--- config.mk ---
export PLATFORM = sky130hd
export DESIGN_NAME = alu_sequencer
export DESIGN_NICKNAME = d
export VERILOG_FILES = /design/src/rtl/alu_sequencer.sv
export SDC_FILE = /design/constraint.sdc
export NUM_CORES = 1
export LEC_CHECK = 0
export ABC_CLOCK_PERIOD_IN_PS = 1600
export BUFFER_PORTS_ARGS = -buffer_cell sky130_fd_sc_hd__buf_2
export CORE_MARGIN = 2
export CORE_UTILIZATION = 45
export CTS_CLUSTER_SIZE = 20
export DETAILED_ROUTE_END_ITERATION = 12
export PLACE_DENSITY = 0.66
export SYNTH_ARGS = -nofsm -noshare
export SYNTH_HDL_FRONTEND = slang
export SYNTH_SLANG_ARGS = --single-unit
export TNS_END_PERCENT = 10
--- constraint.sdc ---
create_clock -name clk -period 1.6 [get_ports clk]
set_input_delay 0.32 -clock clk [delete_from_list [all_inputs] [get_ports clk]]
set_output_delay 0.32 -clock clk [all_outputs]
set_load 0.01 [all_outputs]
--- src/rtl/alu_sequencer.sv ---
// alu_sequencer: single-issue controller that reads a small register file, drives an
// external combinational alu, writes the result back and hands it downstream.
module alu_sequencer #(
   parameter  int WIDTH   = 8,
   parameter  int NREGS   = 4,
   parameter  int NUM_OPS = 10,
   localparam int RW      = (NREGS > 1) ? $clog2(NREGS) : 1
) (
   input  logic             clk,
   input  logic             rst_n,
   input  logic             instr_valid,
   output logic             instr_ready,
   input  logic [3:0]       instr_op,
   input  logic [RW-1:0]    instr_dst,
   input  logic [RW-1:0]    instr_srca,
   input  logic [RW-1:0]    instr_srcb,
   input  logic             instr_imm_en,
   input  logic [WIDTH-1:0] instr_imm,
   output logic [3:0]       alu_op,
   output logic [WIDTH-1:0] alu_a,
   output logic [WIDTH-1:0] alu_b,
   input  logic [WIDTH-1:0] alu_z,
   output logic             res_valid,
   input  logic             res_ready,
   output logic [WIDTH-1:0] res_data,
   output logic [RW-1:0]    res_dst,
   output logic             res_err
);
   typedef enum logic [1:0] {IDLE, EXEC, RESP} state_t;

   state_t           r_state;
   logic [RW-1:0]    r_dst;
   logic [WIDTH-1:0] r_rf [NREGS];
   logic             w_legal;

   assign w_legal = int'(alu_op) < NUM_OPS;

   // Operands are captured at accept, so dst may alias a source without hazard.
   always_ff @(posedge clk or negedge rst_n) begin
      if (!rst_n) begin
         r_state     <= IDLE;
         r_dst       <= '0;
         instr_ready <= 1'b1;
         alu_op      <= '0;
         alu_a       <= '0;
         alu_b       <= '0;
         res_valid   <= 1'b0;
         res_data    <= '0;
         res_dst     <= '0;
         res_err     <= 1'b0;
         for (int i = 0; i < NREGS; i++) r_rf[i] <= '0;
      end else begin
         case (r_state)
            IDLE: if (instr_valid) begin
               alu_op      <= instr_op;
               alu_a       <= r_rf[instr_srca];
               alu_b       <= instr_imm_en ? instr_imm : r_rf[instr_srcb];
               r_dst       <= instr_dst;
               instr_ready <= 1'b0;
               r_state     <= EXEC;
            end
            EXEC: begin
               if (w_legal) r_rf[r_dst] <= alu_z;
               res_data  <= w_legal ? alu_z : '0;
               res_err   <= !w_legal;
               res_dst   <= r_dst;
               res_valid <= 1'b1;
               r_state   <= RESP;
            end
            RESP: if (res_ready) begin
               res_valid   <= 1'b0;
               instr_ready <= 1'b1;
               r_state     <= IDLE;
            end
            default: r_state <= IDLE;
         endcase
      end
   end
endmodule

# Word-level counts from Yosys, hierarchy flattened
# Cells that the tools add are included.
[totals]
input_bits = 31
register_bits = 69
[classes]
n_eq_ne = 4
magnitude_cmp = 5
n_bitwise = 3
reduce_logical = 10
n_mux = 19
[ops]
columns = ["cell", "count"]
rows = [
  ["two-way mux 8 bit", 7],
  ["binary-select mux 8 bit (select 2 bit)", 2],
  ["bitwise mux 32 bit", 1],
  ["demux 8 bit (select 2 bit)", 1],
  [">= comparator 3 bit, second input constant", 3],
  ["inverter 2 -> 3 bit", 3],
  ["AND reduction 2 bit", 4],
  ["case mux 2 bit (3 select lines)", 1],
  ["< comparator 4 bit, second input constant", 1],
  ["two-way mux 2 bit", 2],
  ["inequality test 2 bit, second input constant", 2],
  ["case mux 1 bit (2 select lines)", 2],
  ["nonzero test 2 bit", 2],
  ["< comparator 3 x 1 -> 1 bit, second input constant", 1],
  ["two-way mux 1 bit", 3],
  ["AND reduction 3 bit", 1],
  ["equality test 2 x 1 -> 1 bit, second input constant", 1],
  ["equality test 2 bit, second input constant", 1],
  ["logical NOT 2 bit", 1],
  ["logical AND 1 bit", 1],
  ["logical NOT 1 bit", 1],
]

# Logic depth before layout (Yosys ltp)
# Gate-level depths: netlist of the first run.
[depth]
ltp_word = 6
ltp_mapped = 5

# Worst setup path before layout of the first run
# OpenSTA, ideal clock, no wires.
[synth_path]
path_kind = "reg2reg"
from = "register alu_op[2]"
to = "register r_rf[24] (netlist bit)"
required_ps = 1475
synth_period_minus_slack_ps = 1451
path_buffers = 0
path_stages_with_launch = 4
path_slack_ps = 149
arrival_time_ps = 1327
path_cell_list = "dfrtp_1 -> o21ai_2 -> nand3_2 -> mux2_2"
[synth_via]
elab_chain_cells = 2
[synth_rtl]
columns = ["element", "line_no", "source"]
rows = [
  ["start: declaration", "19", "output logic [3:0] alu_op,"],
  ["start signal: assignment", "55", "alu_op <= instr_op;"],
  ["< comparator 4 bit", "36", "assign w_legal = int'(alu_op) < NUM_OPS;"],
  ["AND reduction 2 bit (no source line)", "n/a", ""],
  ["end signal: indexed assignment", "63", "if (w_legal) r_rf[r_dst] <= alu_z;"],
  ["end: declaration", "33", "logic [WIDTH-1:0] r_rf [NREGS];"],
]
# No other way between the ends.
# A chain may end at the register's enable or synchronous reset.

# Worst setup path after layout of the first run
[layout_path]
from = "register r_state[1]"
to = "register r_rf[15] (netlist bit)"
[layout_via]
elab_chain_cells = 2
[layout_rtl]
columns = ["element", "line_no", "source"]
rows = [
  ["start: declaration", "31", "state_t r_state;"],
  ["start signal: assignment", "41", "r_state <= IDLE;"],
  ["start signal: assignment", "60", "r_state <= EXEC;"],
  ["start signal: assignment", "68", "r_state <= RESP;"],
  ["equality test 2 x 1 -> 1 bit", "53", "case (r_state)"],
  ["AND reduction 2 bit (no source line)", "n/a", ""],
]
# No other way between the ends.

==> out/summary.json, run 1 <==
{
  "global_route": {
    "grt-ovfl-total": 0,
    "gr-usage-met1_pct": 26.8,
    "grt.met3_usage_pct": 2.76,
    "groute.usage.overall_pct": 18.4,
    "grt_pass1_wl_um": 10100,
    "largest_net_degree_at_the_start_of_global_routing": 70,
    "number_of_global_route_vias_before_repair": 1870,
    "grtUsageMet2_pct": 26.9,
    "initial_antenna_violation_count": 0,
    "global_route.peak_usage_layer": "met2"
  },
  "routing": {
    "drt-vias-per-instance": 5.44,
    "drc_markers": 0,
    "postRouteWirelength_um": 6400,
    "detail_route.iter0.violations": 87,
    "dr_total_vias": 1980,
    "drtPass1Iterations": 4,
    "wire_per_inst_um": 17.6,
    "final_antenna_net_count": 0
  },
  "cells_and_area": {
    "areaGrowthSynthToFinish_pct": 23.1,
    "multi_input_combinational_cell_area_sq_um": 1300,
    "nets": 310,
    "layout.filler_cells": 550,
    "num_antenna_cells": 0,
    "post-route-cell-area_sq_um": 3790,
    "seq_area_sq_um": 1730,
    "drive_above_1_share_pct": 56.0
  },
  "sta": {
    "finalMaxSlewViolations": 0,
    "sum_of_negative_setup_slack_ns": 0,
    "grt_setup_unrepaired": "false",
    "timing.clock.skew_ns": 0.00649,
    "layout_worst_path_cycle_share_pct": 92.7,
    "worst_case_headroom_to_the_max_slew_limit_pct": 75.4,
    "final_period_minus_worst_setup_slack_ns": 1.48,
    "final_hold_viol_count": 0,
    "finalSetupViolCount": 0,
    "worstMarginPinSlew_ns": 0.370,
    "maxClockFrequency_mhz": 674
  },
  "floorplan": {
    "dieArea_sq_um": 7520,
    "die_h_um": 86.7,
    "initial_core_util_pct": 45.8,
    "core.rowCount": 30,
    "io_pins": 64,
    "floorplan.core_area_sq_um": 6720,
    "die_x_um": 86.7
  },
  "yosys": {
    "yosys.area.top_type_share_pct": 55.2,
    "synth.distinct_cells": 23,
    "sequential_area_share_after_synthesis_pct": 56.1,
    "mappedNetlistArea_sq_um": 3080,
    "netlist_instances": 203,
    "yosys_warnings": 0,
    "postSynthRegisterBits": 69,
    "syn_nets": 234,
    "synthesis.area_per_instance_sq_um": 15.2,
    "synth.largest_area_cell": "sky130_fd_sc_hd__dfrtp_1",
    "synth_top_cells_by_area": "sky130_fd_sc_hd__dfrtp_1, sky130_fd_sc_hd__mux2_2, sky130_fd_sc_hd__mux4_2, sky130_fd_sc_hd__mux2i_1, sky130_fd_sc_hd__a22o_1"
  },
  "power": {
    "sw_frac_of_total_pct": 32.9,
    "power_per_cell_area_nw_per_um2": 1920,
    "p_switching_mw": 2.40,
    "power.clock.fraction_pct": 17.4,
    "comb_power_share_pct": 38.4,
    "max-vdd-ir-drop_mv": 0.772,
    "share_seq_of_total_power_pct": 44.2,
    "leakage_nw": 1.73,
    "intPower_mw": 4.89
  },
  "clock_network": {
    "htree_num_levels": 3,
    "clock_sink_count": 69,
    "cts_tree": "done",
    "clock_path_buffers": 2,
    "root_buffer": "sky130_fd_sc_hd__clkbuf_8",
    "cts-resized-gates": 0,
    "clkLatencyLatePin_ns": 0.34,
    "tritoncts.num_buffers": 9,
    "cts.hold.buffers_added": 1,
    "post-cts-setup-buffer-count": 0,
    "cts_clk_pin_slew_worst_paths_ns": 0.07
  },
  "placed_design": {
    "place_hpwl_um": 4390,
    "place_congestion": 0.748,
    "dpl_cell_area_sq_um": 3600,
    "placement.io_buffers": 63
  },
  "run": {
    "maxCapViolations": 0
  },
  "worst_setup_path": {
    "cp_max_fo": 8,
    "critPathKind": "reg2reg",
    "worst_path_largest_cell_delay_ns": 0.45,
    "cp_data_required_time_ns": 1.83,
    "start_kind": "flip-flop",
    "critical-path-slowest-cell": "sky130_fd_sc_hd__dfrtp_1",
    "timing.critical_path.to_type": "flip-flop",
    "crit_arrival_ns": 1.71,
    "critical_path.cell_chain": "nor2b_1 > buf_4 > nand4b_4 > mux2_2"
  },
  "outcome": {
    "run_status": "finished clean"
  },
  "min_path": {
    "min_path_type": "in2reg"
  }
}
synth_stat cells:
| cell type | instances |
|---|---|
| sky130_fd_sc_hd__nand4b_4 | 2 |
| sky130_fd_sc_hd__o21ai_2 | 1 |
| sky130_fd_sc_hd__nand2b_1 | 2 |
| sky130_fd_sc_hd__nand3_2 | 1 |
| sky130_fd_sc_hd__nor3b_2 | 1 |
| sky130_fd_sc_hd__nand2_1 | 7 |
| sky130_fd_sc_hd__a22o_1 | 8 |
| sky130_fd_sc_hd__a21oi_1 | 11 |
| sky130_fd_sc_hd__nor2b_1 | 1 |
| sky130_fd_sc_hd__nand4_4 | 1 |
| sky130_fd_sc_hd__dfstp_2 | 1 |
| sky130_fd_sc_hd__inv_1 | 2 |
| sky130_fd_sc_hd__mux4_2 | 16 |
| sky130_fd_sc_hd__buf_2 | 5 |
| sky130_fd_sc_hd__dfrtp_1 | 68 |
| sky130_fd_sc_hd__o21ai_0 | 2 |
| sky130_fd_sc_hd__nor2_1 | 13 |
| sky130_fd_sc_hd__buf_4 | 1 |
| sky130_fd_sc_hd__and2_1 | 1 |
| sky130_fd_sc_hd__clkbuf_1 | 3 |
| sky130_fd_sc_hd__buf_1 | 2 |
| sky130_fd_sc_hd__mux2i_1 | 8 |
| sky130_fd_sc_hd__mux2_2 | 46 |
power by group through the flow:
stage	Sequential, mW	Clock [mW]	Combinational, mW
CTS	3.21	1.33	2.84
global route	3.33	1.40	3.04
finish	3.22	1.27	2.80
floorplan	3.31	0	1.67
global placement	3.20	0	2.77
detailed placement	3.24	0	2.84
per-layer routing:
metal	up-vias	part of all wire, %
li1	912	-
met1	1001	48
met2	58	47
met3	9	3.4
met4	0	1.7
met5	-	0
flip-flops by register name, indices dropped and copies added, names as in the netlist:
name,flops
r_rf,32
alu_a,8
alu_b,8
res_data,8
alu_op,4
r_dst,2
r_state,2
res_dst,2
instr_ready,1
res_err,1
res_valid,1
critical path: cells and delay by family (launching register included):
kind / cells / cell delay (ns)
buf+inv: 1 / 0.20
mux: 1 / 0.34
flops: 1 / 0.45
simple gates: 2 / 0.37
worst paths after layout:
check | startpoint | end | slack, ns | cells after the start
max in group asynchronous | rst_n | instr_ready | 0.77 | 3
setup / recovery | r_state[1] | r_rf[15] | 0.12 | 4
hold reg to reg | res_dst[1] | res_dst[1] | 0.48 | 2
hold / removal | res_ready | r_state[1] | 0.20 | 2
min in group asynchronous | rst_n | alu_op[1] | 0.52 | 3
setup reg to reg | r_state[1] | r_rf[15] | 0.12 | 4
cell type report:
cell class                 instances  share of cell area (%)
timing repair buffer              76                    12.6
sequential                        69                    45.6
multi-input combinational        121                    34.3
inverter                           2                   0.198
clock inverter                     4                   0.594
tap                               80                    2.64
clock buffer                      12                    4.09
layout by cell type, fill, tap and decap left out, types with 2 or more instances in the layout:
master and instances:
sky130_fd_sc_hd__buf_4 7, sky130_fd_sc_hd__nand2_1 7, sky130_fd_sc_hd__mux2i_1 8, sky130_fd_sc_hd__buf_12 5
sky130_fd_sc_hd__a21oi_1 11, sky130_fd_sc_hd__clkinv_2 3, sky130_fd_sc_hd__dfrtp_1 68, sky130_fd_sc_hd__nand4b_4 2
sky130_fd_sc_hd__clkbuf_8 11, sky130_fd_sc_hd__o21ai_0 2, sky130_fd_sc_hd__inv_1 2, sky130_fd_sc_hd__a22o_1 8
sky130_fd_sc_hd__buf_2 63, sky130_fd_sc_hd__nor2_1 13, sky130_fd_sc_hd__mux2_2 46, sky130_fd_sc_hd__mux4_2 16
sky130_fd_sc_hd__nand2b_1 2
cell families (layout without fill, tap and decap cells):
family / Yosys count / count (layout) / share of synthesized area [%]
muxes: 70 / 70 / 31.1
buffers and inverters: 13 / 94 / 1.91
and+or+nand+nor: 29 / 29 / 6.21
AOI/OAI and AO/OA: 22 / 22 / 4.67
DFF: 69 / 69 / 56.1
per-stage QoR:
stage          hold slack, ns  power (mW)  cells  setup WS [ns]  utilization [%]
4_1_cts                 0.186        7.38    364         0.0894             56.4
3_3_place_gp            0.372        5.97    347          0.130             53.6
3_5_place_dp            0.371        6.08    347          0.101             53.6
6_report                0.205        7.29    364          0.117             56.4
2_1_floorplan          0.0244        4.98    203          0.149                -
5_1_grt                 0.212        7.78    364         0.0180             56.4
Power figures use the tool's default switching activity.
==> run 2: changes to the inputs <==
--- a/config.mk
+++ b/config.mk
@@ -11,6 +11,7 @@
 export CORE_UTILIZATION = 45
 export CTS_CLUSTER_SIZE = 20
 export DETAILED_ROUTE_END_ITERATION = 12
+export MAX_ROUTING_LAYER = met4
 export PLACE_DENSITY = 0.66
 export SYNTH_ARGS = -nofsm -noshare
 export SYNTH_HDL_FRONTEND = slang
==> run 2 against run 1 <==
Against the previous run: critical path depth unchanged; final area did not move; global-route usage increased by 0.55 points; cell count unchanged; hold slack lost 0.0017 ns; routed wire length decreased by 0.13%; non-clock buffer count unchanged; critical path type unchanged; critical endpoint is now r_rf[5]; highest routed layer unchanged.
==> out/summary.json, run 2 (synthesized netlist as in run 1, its figures left out) <==
{
  "clock_network": {
    "root_buffer": "sky130_fd_sc_hd__clkbuf_8",
    "cts_tree": "done",
    "clock_path_buffers": 2,
    "cts-resized-gates": 0,
    "htree_num_levels": 3,
    "clock_sink_count": 69,
    "cts.hold.buffers_added": 1,
    "cts_clk_pin_slew_worst_paths_ns": 0.07,
    "clkLatencyLatePin_ns": 0.34,
    "post-cts-setup-buffer-count": 0,
    "tritoncts.num_buffers": 9
  },
  "cells_and_area": {
    "most-common-layout-cells": "sky130_fd_sc_hd__dfrtp_1, sky130_fd_sc_hd__buf_2, sky130_fd_sc_hd__mux2_2",
    "layout.filler_cells": 550,
    "largest_reg_by_ff_count": "r_rf",
    "layout_commonest_cell": "sky130_fd_sc_hd__dfrtp_1",
    "largest_register_ffs": 32,
    "final_core_util_pct": 56.4,
    "nets": 310,
    "areaGrowthSynthToFinish_pct": 23.1,
    "drive_above_1_share_pct": 56.0,
    "num_antenna_cells": 0,
    "post-route-cell-area_sq_um": 3790,
    "final_cell_count_no_fill": 364
  },
  "routing": {
    "drt-vias-per-instance": 5.45,
    "drc_markers": 0,
    "wire_per_inst_um": 17.5,
    "dr_total_vias": 1983,
    "final_antenna_net_count": 0,
    "drtPass1Iterations": 4,
    "postRouteWirelength_um": 6390,
    "detail_route.iter0.violations": 97
  },
  "floorplan": {
    "initial_core_util_pct": 45.8,
    "io_pins": 64,
    "die_x_um": 86.7,
    "floorplan.core_area_sq_um": 6720,
    "core.rowCount": 30,
    "die_h_um": 86.7,
    "dieArea_sq_um": 7520
  },
  "run": {
    "maxCapViolations": 0
  },
  "sta": {
    "final_period_minus_worst_setup_slack_ns": 1.48,
    "timing.clock.skew_ns": 0.00685,
    "worst_hold_slack_ns": 0.203,
    "final_hold_viol_count": 0,
    "sum_of_negative_setup_slack_ns": 0,
    "layout_setup_ws_ns": 0.117,
    "worstMarginPinSlew_ns": 0.370,
    "layout_worst_path_cycle_share_pct": 92.7,
    "maxClockFrequency_mhz": 675,
    "worst_case_headroom_to_the_max_slew_limit_pct": 75.3,
    "finalSetupViolCount": 0,
    "grt_setup_unrepaired": "false",
    "finalMaxSlewViolations": 0
  },
  "power": {
    "sw_frac_of_total_pct": 32.9,
    "p_switching_mw": 2.40,
    "power_per_cell_area_nw_per_um2": 1920,
    "comb_power_share_pct": 38.4,
    "share_seq_of_total_power_pct": 44.2,
    "power.clock.fraction_pct": 17.4,
    "intPower_mw": 4.89,
    "total_power_mw": 7.29,
    "leakage_nw": 1.73,
    "max-vdd-ir-drop_mv": 0.769
  },
  "placed_design": {
    "dpl_worst_slack_ns": 0.101,
    "dpl_cell_area_sq_um": 3600,
    "place_hpwl_um": 4390,
    "place_congestion": 0.757,
    "dp.cells": 347,
    "placement.io_buffers": 63
  },
  "global_route": {
    "initial_antenna_violation_count": 0,
    "groute.usage.overall_pct": 19.0,
    "number_of_global_route_vias_before_repair": 1870,
    "grt_pass1_wl_um": 10100,
    "grt-ovfl-total": 0,
    "largest_net_degree_at_the_start_of_global_routing": 70
  },
  "worst_setup_path": {
    "cp_max_fo": 8,
    "critical-path-slowest-cell": "sky130_fd_sc_hd__dfrtp_1",
    "cp_data_required_time_ns": 1.83,
    "critical_path.cell_chain": "nor2b_1 > buf_4 > nand4_4 > mux2_2",
    "start_kind": "flip-flop",
    "crit_arrival_ns": 1.71,
    "worst_path_largest_cell_delay_ns": 0.45,
    "timing.critical_path.to_type": "flip-flop",
    "reg2reg_setup_slack_ns": 0.12,
    "critPathKind": "reg2reg"
  },
  "outcome": {
    "run_status": "finished clean"
  },
  "min_path": {
    "min_path_type": "in2reg"
  }
}
-- run 2: power by group through the flow --
| stage | Clock, mW | Sequential, mW | Combinational, mW |
|---|---|---|---|
| after global placement | 0 | 3.20 | 2.77 |
| after floorplan | 0 | 3.31 | 1.67 |
| after CTS | 1.33 | 3.21 | 2.84 |
| after detailed placement | 0 | 3.24 | 2.84 |
| final | 1.27 | 3.22 | 2.80 |
| after global routing | 1.40 | 3.33 | 3.04 |
-- run 2: critical path: cells and delay by family, from the launching register on --
kind / cells / cell delay (ns)
multiplexers: 1 / 0.34
buffers and inverters: 1 / 0.20
flip-flops: 1 / 0.45
AND/OR/NAND/NOR: 2 / 0.37
-- run 2: path summary, 6_finish.rpt --
check                      startpoint          end  cells past startpoint
min reg2reg                res_dst[1]   res_dst[1]                      2
min in group asynchronous       rst_n    alu_op[1]                      3
min                         res_ready   r_state[1]                      2
max reg2reg                r_state[1]      r_rf[5]                      4
max                        r_state[1]      r_rf[5]                      4
max in group asynchronous       rst_n  instr_ready                      3
-- run 2: area by class of cell --
| class | count | area (sq um) | area share (%) |
|---|---|---|---|
| repair buffers | 76 | 478 | 12.6 |
| well taps | 80 | 100 | 2.64 |
| clock buffers | 12 | 155 | 4.09 |
| flip-flops and latches | 69 | 1730 | 45.6 |
| inverters | 2 | 7.51 | 0.198 |
| multi-input cells | 121 | 1300 | 34.3 |
| clock inverters | 4 | 22.5 | 0.594 |
-- run 2: routing by layer --
layer | vias to the layer above | wire, um | global-route usage [%]
met5 | - | 0 | -
met4 | 0 | 133 | 9.66
met3 | 13 | 251 | 2.76
met2 | 54 | 2980 | 26.9
met1 | 1004 | 3020 | 26.8
li1 | 912 | - | -
==> run 3: changes to the inputs <==
==> constraint.sdc (replaced) <==
create_clock -name clk -period 1.6 [get_ports clk]
set_input_delay 0 -clock clk [delete_from_list [all_inputs] [get_ports clk]]
set_output_delay 0 -clock clk [all_outputs]
set_load 0.01 [all_outputs]
==> run 3 against run 2 <==
Against the previous run: hold slack lost 0.085 ns; largest power group unchanged; clock-buffer cell count shrank 2; routed wire length grew 1.3%; sequential power is essentially flat; sequential share of layout area shrank 1.8 points; maximum frequency shrank 1.2%; cell count grew 4.7%; total power shrank 1.0%; via count grew 2.3%; clock skew shrank 0.0012 ns; final area grew 4.2%; first-iteration DRC count grew 67%.
==> out/summary.json, run 3 (synthesized netlist as in run 1, its figures left out) <==
{
  "clock_network": {
    "tritoncts.num_buffers": 9,
    "cts_tree": "done",
    "root_buffer": "sky130_fd_sc_hd__clkbuf_8",
    "post-cts-setup-buffer-count": 0,
    "clock_path_buffers": 2,
    "cts_clk_pin_slew_worst_paths_ns": 0.07,
    "htree_num_levels": 3,
    "clock_sink_count": 69,
    "clkLatencyLatePin_ns": 0.34
  },
  "floorplan": {
    "dieArea_sq_um": 7520,
    "die_h_um": 86.7,
    "floorplan.core_area_sq_um": 6720,
    "die_x_um": 86.7,
    "initial_core_util_pct": 45.8,
    "core.rowCount": 30,
    "io_pins": 64
  },
  "min_path": {
    "min_path_type": "in2reg",
    "min_path_cells": 3,
    "hold_start": "instr_imm_en",
    "hold_end": "alu_b[3]"
  },
  "global_route": {
    "number_of_global_route_vias_before_repair": 2019,
    "largest_net_degree_at_the_start_of_global_routing": 70,
    "grt-ovfl-total": 0,
    "grtUsageMet2_pct": 29.4,
    "grt_pass1_wl_um": 10700,
    "grt.met3_usage_pct": 4.19,
    "groute.usage.overall_pct": 19.7,
    "global_route.peak_usage_layer": "met2",
    "gr-usage-met1_pct": 26.8,
    "initial_antenna_violation_count": 0
  },
  "routing": {
    "drtPass1Iterations": 4,
    "drt-vias-per-instance": 5.33,
    "final_antenna_net_count": 0,
    "detail_route.iter0.violations": 162,
    "postRouteWirelength_um": 6470,
    "drc_markers": 0,
    "wire_per_inst_um": 17.0,
    "dr_total_vias": 2029
  },
  "worst_setup_path": {
    "r2r-end": "r_rf[17]",
    "start_kind": "flip-flop",
    "reg2reg_setup_slack_ns": 0.1,
    "cp_data_required_time_ns": 1.82,
    "timing.rr.start": "r_state[1]",
    "cp_max_fo": 8,
    "crit_arrival_ns": 1.72,
    "critPathKind": "reg2reg",
    "reg2reg_depth": 4,
    "timing.critical_path.to_type": "flip-flop"
  },
  "cells_and_area": {
    "num_antenna_cells": 0,
    "areaGrowthSynthToFinish_pct": 28.2,
    "most-common-layout-cells": "sky130_fd_sc_hd__dfrtp_1, sky130_fd_sc_hd__buf_2, sky130_fd_sc_hd__mux2_2",
    "largest_register_ffs": 32,
    "largest_reg_by_ff_count": "r_rf",
    "post-route-cell-area_sq_um": 3950,
    "nets": 328,
    "final_cell_count_no_fill": 381,
    "layout_commonest_cell": "sky130_fd_sc_hd__dfrtp_1",
    "final_core_util_pct": 58.8,
    "drive_above_1_share_pct": 51.2
  },
  "power": {
    "leakage_nw": 1.79,
    "share_seq_of_total_power_pct": 44.7,
    "intPower_mw": 4.82,
    "power.clock.fraction_pct": 16.8,
    "max-vdd-ir-drop_mv": 0.493,
    "comb_power_share_pct": 38.5,
    "total_power_mw": 7.22,
    "power_per_cell_area_nw_per_um2": 1830,
    "sw_frac_of_total_pct": 33.2,
    "p_switching_mw": 2.39
  },
  "sta": {
    "layout_worst_path_cycle_share_pct": 93.8,
    "finalSetupViolCount": 0,
    "timing.clock.skew_ns": 0.00562,
    "finalMaxSlewViolations": 0,
    "grt_setup_unrepaired": "false",
    "final_period_minus_worst_setup_slack_ns": 1.50,
    "sum_of_negative_setup_slack_ns": 0,
    "worst_case_headroom_to_the_max_slew_limit_pct": 64.1,
    "final_hold_viol_count": 0,
    "worstMarginPinSlew_ns": 0.539,
    "maxClockFrequency_mhz": 667
  },
  "outcome": {
    "run_status": "finished clean"
  },
  "placed_design": {
    "dp.cells": 341,
    "dpl_cell_area_sq_um": 3530,
    "place_hpwl_um": 4310,
    "place_congestion": 0.774,
    "placement.io_buffers": 63
  },
  "run": {
    "maxCapViolations": 0
  }
}
[run 3: cell count changes in the layout (fill, tap and decap cells not counted), sizes merged]
cell / before / now
dlygate4sd3: 1 / 25
buf: 75 / 69
clkbuf: 12 / 10
clkinv: 3 / 4
[run 3: timing repair]
item	in CTS	in global routing
endpoints found under the setup margin	0	27
gates resized for setup	0	1
hold endpoints to repair	125	0
hold buffers	25	0
[run 3: power by group through the flow]
stage               sequential [mW]  clock (mW)  combinational (mW)
floorplan                      3.31           0                1.67
CTS                            3.22        1.26                2.81
global route                   3.34        1.34                3.04
detailed placement             3.26           0                2.76
global placement               3.21           0                2.69
finish                         3.22        1.21                2.78
[run 3: routing by layer]
layer / wire (um) / vias up
met5: 0 / -
met4: 121 / 0
met2: 3040 / 51
met1: 3080 / 1025
li1: - / 942
met3: 230 / 11
[run 3: cell type report]
cell class              count  area (sq um)
fillers                   544          2770
flip-flops and latches     69          1730
multi-input cells         121          1300
repair buffers             94           648
clock buffers              10           138
well taps                  80           100
clock inverters             5          27.5
inverters                   2          7.51
[run 3: worst max-delay path: stages, from the launching register on]
cell,delay [ns]
sky130_fd_sc_hd__dfrtp_1,0.45
sky130_fd_sc_hd__nor2b_1,0.14
sky130_fd_sc_hd__buf_4,0.20
sky130_fd_sc_hd__nand4b_4,0.24
sky130_fd_sc_hd__mux2_2,0.35
[run 3: worst max-delay path by stage]
stage	from	to	slack (ns)	cells after the start
after CTS	r_state[0]	r_rf[17]	0.04	4
after floorplan	alu_op[2]	r_rf[24]	0.15	3
after detailed placement	r_state[0]	r_rf[17]	0.07	4
after global routing	r_state[1]	r_rf[17]	0.009	4
final	r_state[1]	r_rf[17]	0.1	4
after global placement	r_state[0]	r_rf[11]	0.12	4
[run 3: stage by stage]
step	setup WS (ns)	hold WS [ns]
after CTS	0.0420	0.111
after global routing	0.00891	0.132
after detailed placement	0.0677	0.0539
after floorplan	0.149	-0.296
final	0.100	0.118
after global placement	0.122	0.0524
